===== src/rtl/prod_accum.sv =====
// prod_accum: sums a frame of up to N_TERMS unsigned 8-bit products into a
// saturating ACC_W-bit accumulator and hands the frame result downstream
// over a valid/ready handshake. Input and output handshakes never overlap:
// while a result waits in DONE, no new product is accepted.
module prod_accum #(
  parameter int N_TERMS = 4,
  parameter int ACC_W   = 10
) (
  input  logic             clk,
  input  logic             rst,
  input  logic             in_valid,
  output logic             in_ready,
  input  logic [7:0]       in_p,
  input  logic             in_last,
  output logic             out_valid,
  input  logic             out_ready,
  output logic [ACC_W-1:0] out_sum,
  output logic [7:0]       out_cnt,
  output logic             out_sat
);

  typedef enum logic [1:0] {
    IDLE  = 2'd0,
    ACCUM = 2'd1,
    DONE  = 2'd2
  } state_t;

  state_t           state;
  logic [ACC_W-1:0] acc;
  logic [7:0]       cnt;
  logic             sat;

  logic             take;
  logic             give;
  logic [ACC_W-1:0] in_ext;
  logic [ACC_W:0]   sum_wide;
  logic             add_ovf;
  logic [ACC_W-1:0] add_res;
  logic [8:0]       cnt_inc;
  logic             first_closes;
  logic             accum_closes;

  // The extra top bit of the widened sum flags overflow; on overflow the
  // accumulator pins at all-ones, so a saturated frame stays saturated.
  assign take         = in_valid && in_ready;
  assign give         = out_valid && out_ready;
  assign in_ext       = ACC_W'(in_p);
  assign sum_wide     = {1'b0, acc} + {1'b0, in_ext};
  assign add_ovf      = sum_wide[ACC_W];
  assign add_res      = add_ovf ? {ACC_W{1'b1}} : sum_wide[ACC_W-1:0];
  assign cnt_inc      = {1'b0, cnt} + 9'd1;
  assign first_closes = in_last || (N_TERMS == 1);
  assign accum_closes = in_last || (cnt_inc == 9'(N_TERMS));

  // Frame state machine; every output, including in_ready, is a register.
  always_ff @(posedge clk) begin
    if (rst) begin
      state     <= IDLE;
      acc       <= '0;
      cnt       <= '0;
      sat       <= 1'b0;
      in_ready  <= 1'b0;
      out_valid <= 1'b0;
      out_sum   <= '0;
      out_cnt   <= '0;
      out_sat   <= 1'b0;
    end else begin
      case (state)
        IDLE: begin
          in_ready <= 1'b1;
          if (take) begin
            acc <= in_ext;
            cnt <= 8'd1;
            sat <= 1'b0;
            if (first_closes) begin
              state     <= DONE;
              in_ready  <= 1'b0;
              out_valid <= 1'b1;
              out_sum   <= in_ext;
              out_cnt   <= 8'd1;
              out_sat   <= 1'b0;
            end else begin
              state <= ACCUM;
            end
          end else begin
            acc <= '0;
            cnt <= '0;
            sat <= 1'b0;
          end
        end

        ACCUM: begin
          in_ready <= 1'b1;
          if (take) begin
            acc <= add_res;
            cnt <= cnt_inc[7:0];
            sat <= sat | add_ovf;
            if (accum_closes) begin
              state     <= DONE;
              in_ready  <= 1'b0;
              out_valid <= 1'b1;
              out_sum   <= add_res;
              out_cnt   <= cnt_inc[7:0];
              out_sat   <= sat | add_ovf;
            end
          end
        end

        DONE: begin
          if (give) begin
            state     <= IDLE;
            in_ready  <= 1'b1;
            out_valid <= 1'b0;
            acc       <= '0;
            cnt       <= '0;
            sat       <= 1'b0;
          end else begin
            in_ready <= 1'b0;
          end
        end

        default: begin
          state     <= IDLE;
          in_ready  <= 1'b0;
          out_valid <= 1'b0;
        end
      endcase
    end
  end

endmodule

===== config.mk =====
export PLATFORM = sky130hd
export DESIGN_NAME = prod_accum
export DESIGN_NICKNAME = d
export VERILOG_FILES = /design/src/rtl/prod_accum.sv
export SDC_FILE = /design/constraint.sdc
export NUM_CORES = 1
export LEC_CHECK = 0
export ABC_AREA = 1
export ABC_CLOCK_PERIOD_IN_PS = 2250
export BUFFER_PORTS_ARGS = -buffer_cell sky130_fd_sc_hd__buf_2
export CORE_UTILIZATION = 35
export CTS_CLUSTER_SIZE = 25
export DETAILED_ROUTE_END_ITERATION = 8
export PLACE_DENSITY_LB_ADDON = 0.12
export RECOVER_POWER = 25
export SYNTH_ARGS = -nofsm -noshare
export SYNTH_HDL_FRONTEND = slang
export SYNTH_SLANG_ARGS = --single-unit

===== constraint.sdc =====
create_clock -name clk -period 2.25 [get_ports clk]
set_input_delay 0.3375 -clock clk [delete_from_list [all_inputs] [get_ports clk]]
set_output_delay 0.3375 -clock clk [all_outputs]
set_load 0.01 [all_outputs]

==> results.yml <==
detailed_routing:
  drc: 0
  detail-route-antenna-nets: 0
  via_per_inst: 4.64
  vias: 2471
  drt-total-wl_mm: 6.57
  wl_per_cell_um: 12.3
  drtIter0Drc: 133
  dr.pass1.iters: 4
clock_network:
  cts_tree: "built"
  cts.clk_slew.worst_paths_ns: 0.09
  cts.sinks: 42
  clockRootBuffer: "clkbuf_8"
  htreeDepth: 2
  cts_setup_buffers: 0
  cts_buffers: 5
  clk_latency_ns: 0.29
  clockBufferDepth: 2
floorplanning:
  fp.dieW_um: 87.3
  core_mm2: 0.00691
  die_height_um: 87.3
  rows: 30
  start_util_pct: 36.9
  ios: 34
  die_area_mm2: 0.00762
timing:
  relSlewSlack_pct: 44.6
  fmax_ghz: 0.484
  fin_crit_sh_pct: 91.9
  rsz0062_at_grt: "false"
  drv_slew: 0
  worstMarginPinSlew_ns: 0.830
  finalClockSkew_ns: 0.00905
  fin_crit_ns: 2.07
  finalHoldViolCount: 0
  finalSetupViolCount: 0
status:
  outcome: "finished clean"
pwr:
  switching_share_pct: 41.8
  p_per_area_mw_per_mm2: 972
  pwr-share-comb_pct: 43.5
  p_total_mw: 2.84
  p_clk_share_pct: 21.6
  seqPwrFrac_pct: 34.8
  ir_drop_mv: 0.567
  power.leakage_nw: 1.34
  p_sw_mw: 1.19
  intPower_mw: 1.65
placed_design:
  hpwl_mm: 4.77
  place_congestion: 0.844
  port_buffers: 33
  place_inst: 524
worst_setup_path:
  slowest_stage: "fa_1"
  crit_type: "reg2reg"
  r2r_slack_ns: 0.18
  path_max_fanout: 9
  crit_top_cell: "nand2_1"
  required_ns: 2.49
  slowest_delay_ns: 0.37
  arrival_ns: 2.31
  path_cells: "ha_2 -> inv_1 -> fa_1 -> inv_1 -> nand3_1 -> nand2_1 -> nand4_1 -> nand2_2 -> nand2_4 -> nand2_1 -> nand2_1 -> o21ai_0 -> nor2_1 -> nor2_1"
  worstSetupEndpointType: "flop"
  cp-start-kind: "flop"
yosys:
  syn_inst: 401
  synthSimpleGateAreaFrac_pct: 35.6
  synth_fp_nets: 428
  synth.area.mux_share_pct: 0
  synth_area_per_cell_um2: 6.35
  syn_area_mm2: 0.00255
  synthFlopType: "dfxtp_1"
  synth_top_family_by_area: "simple AND/OR/NAND/NOR gates"
  ys_seq_elements: 42
  synthTopCellsByArea: "dfxtp_1, nand2_1, nor2_1, ha_1, inv_1"
  synth_xor_area_share_pct: 1.38
  async_reset_ff_share_pct: 0
  ys_seq_area_share_pct: 33.0
  synth_commonest_cells: "nand2_1, nor2_1, inv_1, dfxtp_1, a21oi_1"
  synth_edf_count: 0
  ys_warn_count: 0
  ys_types: 30
  yosysMostFrequentCell: "nand2_1"
  yosysTopAreaCell: "dfxtp_1"
  synth_compound_area_share_pct: 12.7
  synth_top_area_share_pct: 33.0
  synthAdderAreaFrac_pct: 7.17
global_route:
  gr-total-overflow: 0
  grt_max_degree: 28
  grt_use_total_pct: 18.9
  antenna_found_initial: 0
  grt_pass1_vias: 2348
  grt_pass1_wl_mm: 11.1
final_layout:
  drive_above_1_share_pct: 11.2
  seq_area_um2: 842
  syn_to_final_growth_pct: 14.8
  antenna_cells: 0
  n_fill_cell: 790
  final_util_pct: 42.3
  multi_input_area_mm2: 0.00146
  nets: 462
  fin_cells: 532
flow_run:
  max_cap_violations: 0
worst_hold_path:
  min_path_type: "in2reg"
==> stage by stage <==
| step | hold slack (ns) | TNS [ns] | cell area (um2) | setup WS [ns] |
|---|---|---|---|---|
| floorplan | 0.459 | 0 | 2550 | 0.353 |
| global placement | 0.458 | 0 | 2810 | 0.0496 |
| detailed placement | 0.469 | -0.0645 | 2810 | -0.0386 |
| CTS | 0.358 | 0 | 2920 | 0.0378 |
| global route | 0.377 | 0 | 2920 | 0.0101 |
| finish | 0.369 | 0 | 2920 | 0.182 |
==> cell families (layout without fill, tap and decap cells) <==
group | count (synthesis) | in the layout
AND/OR/NAND/NOR | 219 | 219
AO/OA/AOI/OAI | 61 | 61
adder cells (fa/ha/maj) | 14 | 14
XOR/XNOR | 4 | 4
buffers and inverters | 61 | 96
flip-flops | 42 | 42
==> path summary, 6_finish.rpt <==
kind / from / to / depth (start not counted)
max: acc[0] / out_sum[4] / 14
min: in_p[2] / acc[2] / 3
max reg2reg: acc[0] / out_sum[4] / 14
min reg2reg: out_cnt[2] / out_cnt[2] / 2
==> per-layer routing <==
| layer | vias up | GRT usage [%] | share of wire (%) |
|---|---|---|---|
| li1 | 1337 | - | - |
| met1 | 1083 | 25.7 | 50 |
| met2 | 47 | 31.0 | 44 |
| met3 | 4 | 3.51 | 5.1 |
| met4 | 0 | 3.87 | 0.53 |
| met5 | - | 0 | 0 |
==> sequential cells by signal, indices dropped and copies added (netlist names) <==
name       count
out_cnt        8
out_sat        1
cnt            8
sat            1
state          2
out_sum       10
out_valid      1
in_ready       1
acc           10
==> repair_timing <==
action                                  CTS  global route
resized for setup                         0             7
endpoints found under the setup margin    0            23
hold buffers                              0             0
==> layout make-up <==
type,count,share of cell area [%]
multi-input combinational,298,50.0
sequential,42,28.8
timing repair buffer,41,7.06
inverter,47,6.16
tap,96,4.11
clock buffer,5,2.35
clock inverter,3,1.50
==> critical path: cells and delay by family, from the launching register on <==
| family | cells | cell delay [ns] |
|---|---|---|
| compound gates | 1 | 0.13 |
| fa+ha+maj | 2 | 0.56 |
| buf+inv | 2 | 0.14 |
| flops | 1 | 0.34 |
| simple gates | 9 | 0.83 |
==> power groups by stage <==
stage / combinational, mW / sequential, mW / clock [mW]
after floorplan: 0.846 / 1.03 / 0
after global placement: 1.25 / 1.00 / 0
after detailed placement: 1.24 / 1.00 / 0
after CTS: 1.25 / 0.988 / 0.641
after global routing: 1.43 / 1.01 / 0.670
final: 1.24 / 0.990 / 0.614
==> cells in the final DEF, fill, tap and decap left out, types with 5 or more instances in the layout <==
cell and n:
dfxtp_1 41, a21oi_1 31, clkbuf_8 5, nand3_1 29, nand2_1 118, nor2_1 58
clkbuf_1 15, buf_4 8, ha_1 11, inv_1 42, nand4_1 5, o21ai_0 22
buf_2 18
No activity file was read; power rests on OpenSTA's default activity.
